File: src/rtl/rbz_spi_pkg.sv
// rbz_spi_pkg: shared types and constants for the raybox-zero SPI host.
// Holds the host FSM state encoding, bus target codes and default widths.
package rbz_spi_pkg;

    localparam int DEF_MAX_BITS = 96;
    localparam int DEF_LEN_W    = 7;
    localparam int DEF_DIV_W    = 8;

    localparam logic TGT_VEC = 1'b0;
    localparam logic TGT_REG = 1'b1;

    typedef enum logic [2:0] {
        IDLE = 3'd0,
        LEAD = 3'd1,
        HI   = 3'd2,
        LO   = 3'd3,
        GAP  = 3'd4,
        DONE = 3'd5
    } state_e;

endpackage

File: src/rtl/rbz_spi_phase_timer.sv
// rbz_spi_phase_timer: loadable down-counter timing one SCLK phase.
// Ports: clk_i, rst_i (sync, active-high), load_i (force reload),
//        div_i (reload value D), tick_o (high while the count is 0).
module rbz_spi_phase_timer #(
    parameter int DIV_W = 8
) (
    input  logic             clk_i,
    input  logic             rst_i,
    input  logic             load_i,
    input  logic [DIV_W-1:0] div_i,
    output logic             tick_o
);

    logic [DIV_W-1:0] cnt_q;
    logic [DIV_W-1:0] cnt_d;

    assign tick_o = (cnt_q == '0);

    // Reloading on tick makes every phase last exactly D+1 clocks.
    always_comb begin
        cnt_d = cnt_q - DIV_W'(1);
        if (load_i || tick_o) begin
            cnt_d = div_i;
        end
    end

    always_ff @(posedge clk_i) begin
        if (rst_i) begin
            cnt_q <= '0;
        end else begin
            cnt_q <= cnt_d;
        end
    end

endmodule

File: src/rtl/rbz_spi_host.sv
// rbz_spi_host: SPI mode-0 host for the raybox-zero vec and reg ports.
// Ports: i_clk, i_reset (sync, active-high); handshake i_valid/o_ready;
//        payload i_target, i_len, i_data (MSB-aligned), i_div (phase D);
//        status o_busy, o_done; buses o_vec_{csb,sclk,mosi},
//        o_reg_{csb,sclk,mosi}.
// Build option RBZ_SPI_HOST_VBLANK_GATE_EN adds i_vblank, which gates
// o_ready so frames only start during vertical blanking.
module rbz_spi_host
    import rbz_spi_pkg::*;
#(
    parameter int MAX_BITS = DEF_MAX_BITS,
    parameter int LEN_W    = DEF_LEN_W,
    parameter int DIV_W    = DEF_DIV_W
) (
    input  logic                i_clk,
    input  logic                i_reset,
`ifdef RBZ_SPI_HOST_VBLANK_GATE_EN
    input  logic                i_vblank,
`endif
    input  logic                i_valid,
    output logic                o_ready,
    input  logic                i_target,
    input  logic [LEN_W-1:0]    i_len,
    input  logic [MAX_BITS-1:0] i_data,
    input  logic [DIV_W-1:0]    i_div,
    output logic                o_busy,
    output logic                o_done,
    output logic                o_vec_csb,
    output logic                o_vec_sclk,
    output logic                o_vec_mosi,
    output logic                o_reg_csb,
    output logic                o_reg_sclk,
    output logic                o_reg_mosi
);

    state_e              state_q, state_d;
    logic                tgt_q, tgt_d;
    logic [LEN_W-1:0]    bits_q, bits_d;
    logic [MAX_BITS-1:0] sh_q, sh_d;
    logic [DIV_W-1:0]    div_q, div_d;

    logic             gate;
    logic             accept;
    logic             tick;
    logic [LEN_W-1:0] len_c;
    logic             frm;
    logic             sclk_w;
    logic             mosi_w;
    logic             sel_vec;
    logic             sel_reg;

`ifdef RBZ_SPI_HOST_VBLANK_GATE_EN
    assign gate = i_vblank;
`else
    assign gate = 1'b1;
`endif

    assign o_ready = (state_q == IDLE) && gate && !i_reset;
    assign accept  = i_valid && o_ready;

    assign len_c = (i_len > LEN_W'(MAX_BITS)) ? LEN_W'(MAX_BITS) : i_len;

    rbz_spi_phase_timer #(
        .DIV_W(DIV_W)
    ) u_timer (
        .clk_i (i_clk),
        .rst_i (i_reset),
        .load_i(accept),
        .div_i (accept ? i_div : div_q),
        .tick_o(tick)
    );

    always_comb begin
        state_d = state_q;
        tgt_d   = tgt_q;
        bits_d  = bits_q;
        sh_d    = sh_q;
        div_d   = div_q;
        unique case (state_q)
            IDLE: begin
                if (accept) begin
                    tgt_d   = i_target;
                    div_d   = i_div;
                    sh_d    = i_data;
                    bits_d  = len_c;
                    state_d = (len_c == '0) ? DONE : LEAD;
                end
            end
            LEAD: begin
                if (tick) begin
                    state_d = HI;
                end
            end
            HI: begin
                // Shift on the falling edge so mosi only moves with sclk low.
                if (tick) begin
                    state_d = LO;
                    bits_d  = bits_q - LEN_W'(1);
                    sh_d    = {sh_q[MAX_BITS-2:0], 1'b0};
                end
            end
            LO: begin
                if (tick) begin
                    state_d = (bits_q == '0) ? GAP : HI;
                end
            end
            GAP: begin
                if (tick) begin
                    state_d = DONE;
                end
            end
            DONE: begin
                state_d = IDLE;
            end
            default: begin
                state_d = IDLE;
            end
        endcase
    end

    always_ff @(posedge i_clk) begin
        if (i_reset) begin
            state_q <= IDLE;
            tgt_q   <= TGT_VEC;
            bits_q  <= '0;
            sh_q    <= '0;
            div_q   <= '0;
        end else begin
            state_q <= state_d;
            tgt_q   <= tgt_d;
            bits_q  <= bits_d;
            sh_q    <= sh_d;
            div_q   <= div_d;
        end
    end

    assign frm    = (state_q == LEAD) || (state_q == HI) || (state_q == LO);
    assign sclk_w = (state_q == HI);
    // The final LO phase (no bits left) drives mosi low during csb hold.
    assign mosi_w = frm && (bits_q != '0) && sh_q[MAX_BITS-1];

    assign sel_vec = frm && (tgt_q == TGT_VEC) && !i_reset;
    assign sel_reg = frm && (tgt_q == TGT_REG) && !i_reset;

    assign o_vec_csb  = !sel_vec;
    assign o_vec_sclk = sel_vec && sclk_w;
    assign o_vec_mosi = sel_vec && mosi_w;
    assign o_reg_csb  = !sel_reg;
    assign o_reg_sclk = sel_reg && sclk_w;
    assign o_reg_mosi = sel_reg && mosi_w;

    assign o_busy = (state_q != IDLE) && (state_q != DONE) && !i_reset;
    assign o_done = (state_q == DONE) && !i_reset;

endmodule
File: config.mk
export PLATFORM = sky130hd
export DESIGN_NAME = rbz_spi_host
export DESIGN_NICKNAME = d
export VERILOG_FILES = /design/src/rtl/rbz_spi_pkg.sv /design/src/rtl/rbz_spi_phase_timer.sv /design/src/rtl/rbz_spi_host.sv
export SDC_FILE = /design/constraint.sdc
export NUM_CORES = 1
export LEC_CHECK = 0
export CORE_MARGIN = 2
export CORE_UTILIZATION = 51
export CTS_BUF_LIST = sky130_fd_sc_hd__clkbuf_16
export DETAILED_ROUTE_END_ITERATION = 7
export PLACE_DENSITY = 0.85
export SLEW_MARGIN = 20
export SYNTH_ARGS = -nofsm -noshare
export SYNTH_HDL_FRONTEND = slang
export SYNTH_SLANG_ARGS = --single-unit
File: constraint.sdc
create_clock -name i_clk -period 2.8 [get_ports i_clk]
set_clock_uncertainty 0.2 [all_clocks]
set_input_delay 0.42 -clock i_clk [delete_from_list [all_inputs] [get_ports i_clk]]
set_output_delay 0.42 -clock i_clk [all_outputs]
set_load 0.02 [all_outputs]
==> results.json <==
{
  "fmax_ghz": 0.3682,
  "synthToLayoutAreaGrowth_pct": 32.34,
  "power_mw": 6.294,
  "critPathLaunchType": "flop",
  "placedInstanceArea_um2": 7223,
  "cts_num_sinks": 123,
  "setup_viol": 0,
  "cts_buffer_depth": 2,
  "grt_pass1_wl_um": 26610,
  "path_delay_family": "simple AND/OR/NAND/NOR gates",
  "max-vdd-ir-drop_mv": 0.4317,
  "swShare": 0.3158,
  "leakage_nw": 2.803,
  "instances_no_fill": 985,
  "gp_congestion": 0.8029,
  "pwr_density_cell_nw_per_um2": 801.4,
  "wl_per_cell_um": 16.31,
  "row_count": 39,
  "wirelength_um": 16060,
  "n_antenna_cell": 0,
  "drive_gt1_frac": 0.09382,
  "p_clk_frac": 0.365,
  "netlist_instances": 747,
  "fin_crit_ns": 2.716,
  "path_class": "reg -> out",
  "fillers": 932,
  "viasPerCell": 6.052,
  "nets": 948,
  "drc": 0,
  "status": "finished, final reports clean",
  "grtUsageTotal": 0.2540,
  "die_x_um": 111.9,
  "slew_viol_final": 0,
  "coreArea_um2": 11370,
  "postSynth.asyncResetShare": 0,
  "min-delay-start": "i_reset",
  "routed.top_layer": "met4",
  "holdCritPathClass": "in -> reg",
  "path_buf_inv": 1,
  "worst_pin_slew_ns": 0.7685,
  "firstDrtPassIters": 7,
  "grt_pass1_vias": 5672,
  "power_frac_comb": 0.279,
  "die-area_um2": 12510,
  "cp_max_fo": 13,
  "postCtsHoldBufs": 0,
  "fin_area_um2": 7854,
  "pwr-share-seq": 0.356,
  "synth-edff-count": 0,
  "place.port_buffers": 123,
  "synth.distinct_cells": 49,
  "final_hold_viol_count": 0,
  "initial_core_util": 0.5220,
  "clkLatencyLatePin_ns": 0.41,
  "die_y_um": 111.9,
  "max_stage_delay_ns": 0.61,
  "clk_pin_slew_ns": 0.06,
  "cts_root_buf": "clkbuf_16",
  "antenna_found_initial": 0,
  "fin_crit_sh": 0.9701,
  "synth-seq-cells": 123,
  "wl_met2_um": 8031,
  "max_cap_viol_count": 0,
  "reg2reg_from": "u_timer.cnt_q[0]$_SDFF_PP0_",
  "rsz0062_at_grt": "false",
  "h-tree-depth": 4,
  "intPower_mw": 4.307,
  "synth_flop_cell": "dfxtp_1",
  "drtAntennaViolNets": 0,
  "synth_area_per_cell_um2": 7.944,
  "worst_setup_path_end_kind": "primary output",
  "path_cells": "or3b_4 -> nor2_1 -> clkdlybuf4s50_1",
  "seq_area_frac_synth": 0.4149,
  "grt_remaining_overflow": 0,
  "grt_max_degree": 101,
  "cp_data_arrival_time_ns": 2.10,
  "cts_tree": "done",
  "pin_count": 124,
  "maxSlewHeadroom": 0.4876,
  "post_cts_buffers": 0,
  "vias": 5961,
  "placed_cells": 953,
  "crit_slowest_cell": "clkdlybuf4s50_1",
  "setup_tns_ns": 0,
  "dp_hpwl_um": 10210,
  "holdWs_ns": 0.1537,
  "synthesis.area_um2": 5934,
  "ys_warn_count": 0,
  "wl_met3_um": 968,
  "wl_met1_um": 6765,
  "switchingPower_mw": 1.988,
  "critPathLaunch": "state_q[2]$_SDFFE_PP0P_",
  "syn_nets": 866,
  "cts_buffers": 17,
  "drt_iter0_drc": 554,
  "critPathRequiredTime_ns": 2.18
}
==> final cells by class <==
cell class / instances / area [um2] / area share
clock inverters: 15 / 200.2 / 0.02549
flip-flops and latches: 123 / 2465 / 0.3138
well taps: 143 / 178.9 / 0.02278
multi-input cells: 542 / 3119 / 0.3972
repair buffers: 140 / 1446 / 0.1842
inverters: 5 / 18.77 / 0.002390
clock buffers: 17 / 425.4 / 0.05417
==> registers in the layout, summed over array words and instances, names as in the netlist <==
signal	count
u_timer.cnt_q	8
div_q	8
sh_q	96
state_q	3
tgt_q	1
bits_q	7
==> Yosys cell counts (all sizes together) (3+ instances only) <==
| master | number | area (um2) |
|---|---|---|
| buf | 34 | 190.2 |
| o211ai | 5 | 37.54 |
| nand3 | 9 | 45.04 |
| a311oi | 95 | 950.9 |
| dfxtp | 123 | 2462 |
| ha | 4 | 50.05 |
| nand2b | 5 | 31.28 |
| o21ai | 8 | 40.04 |
| or2 | 3 | 18.77 |
| nand2 | 217 | 814.5 |
| nor3 | 104 | 531.8 |
| nor4 | 5 | 31.28 |
| nor3b | 5 | 37.54 |
| clkbuf | 43 | 161.4 |
| nor2 | 15 | 56.30 |
| a211oi | 3 | 22.52 |
| inv | 5 | 18.77 |
| a31oi | 8 | 50.05 |
| a21oi | 23 | 115.1 |
==> layout by cell type, fill, tap and decap left out, types with 2 or more instances in the layout <==
master	Yosys	routed
o32ai_1	2	2
a311oi_2	19	19
nand3b_1	2	2
bufinv_16	0	4
o21ai_0	8	8
dfxtp_2	0	2
or2_2	3	3
clkinv_4	0	5
nor3b_1	5	4
clkinvlp_4	0	3
o31a_1	2	2
nor4_1	5	5
ha_1	4	4
a311oi_1	76	76
xnor2_1	2	2
nand2b_1	5	5
nand3_1	9	9
a211oi_1	3	3
nand2_1	217	216
a21oi_1	23	23
nor2_1	15	15
o211ai_1	5	5
nor3_1	103	103
clkinv_2	0	2
clkdlybuf4s50_1	0	121
dfxtp_1	123	121
buf_12	0	7
clkbuf_16	0	17
a31oi_1	8	8
inv_1	5	5
buf_4	8	11
or4_1	2	2
==> final timing paths <==
kind | cells after the start | slack, ns | end
max | 3 | 0.08 | o_vec_sclk
min | 2 | 0.15 | div_q[2]$_SDFFE_PP0P_
max reg2reg | 7 | 0.28 | bits_q[0]$_SDFFE_PP0P_
min reg2reg | 2 | 0.26 | div_q[3]$_SDFFE_PP0P_
==> repair_timing <==
action / in CTS / in global routing
gates resized for setup: 2 / 1
pin swaps: 0 / 0
setup endpoints to repair: 2 / 1
==> per-stage QoR <==
step                      utilization  setup WS, ns
after floorplan                     -        0.2169
after global placement         0.6353        0.4222
after detailed placement       0.6353        0.3198
after CTS                      0.6905       0.05490
after global routing           0.6908     0.0006417
final                          0.6908       0.08373
==> power by group through the flow <==
stage / clock (mW) / combinational (mW) / sequential [mW]
CTS: 2.32 / 1.75 / 2.23
detailed placement: 0 / 1.73 / 2.26
global placement: 0 / 1.65 / 2.24
finish: 2.30 / 1.75 / 2.24
global route: 2.42 / 1.92 / 2.27
floorplan: 0 / 1.27 / 2.20
==> logic make-up (layout without fill, tap and decap cells) <==
group	Yosys count	in the layout	share of synthesized area
muxes	1	1	0.001687
adders and majority gates	4	4	0.008434
buffers and inverters	82	177	0.06241
and+or+nand+nor	377	377	0.2813
AOI/OAI and AO/OA	157	157	0.2269
xor gates and xnor gates	3	3	0.004428
DFF	123	123	0.4149
==> layer usage <==
layer / global-route usage / up-vias
met5: 0 / -
met4: 0.1012 / 0
met3: 0.06206 / 35
li1: - / 2897
met2: 0.4198 / 234
met1: 0.3198 / 2795
No activity file was read; power rests on OpenSTA's default activity.
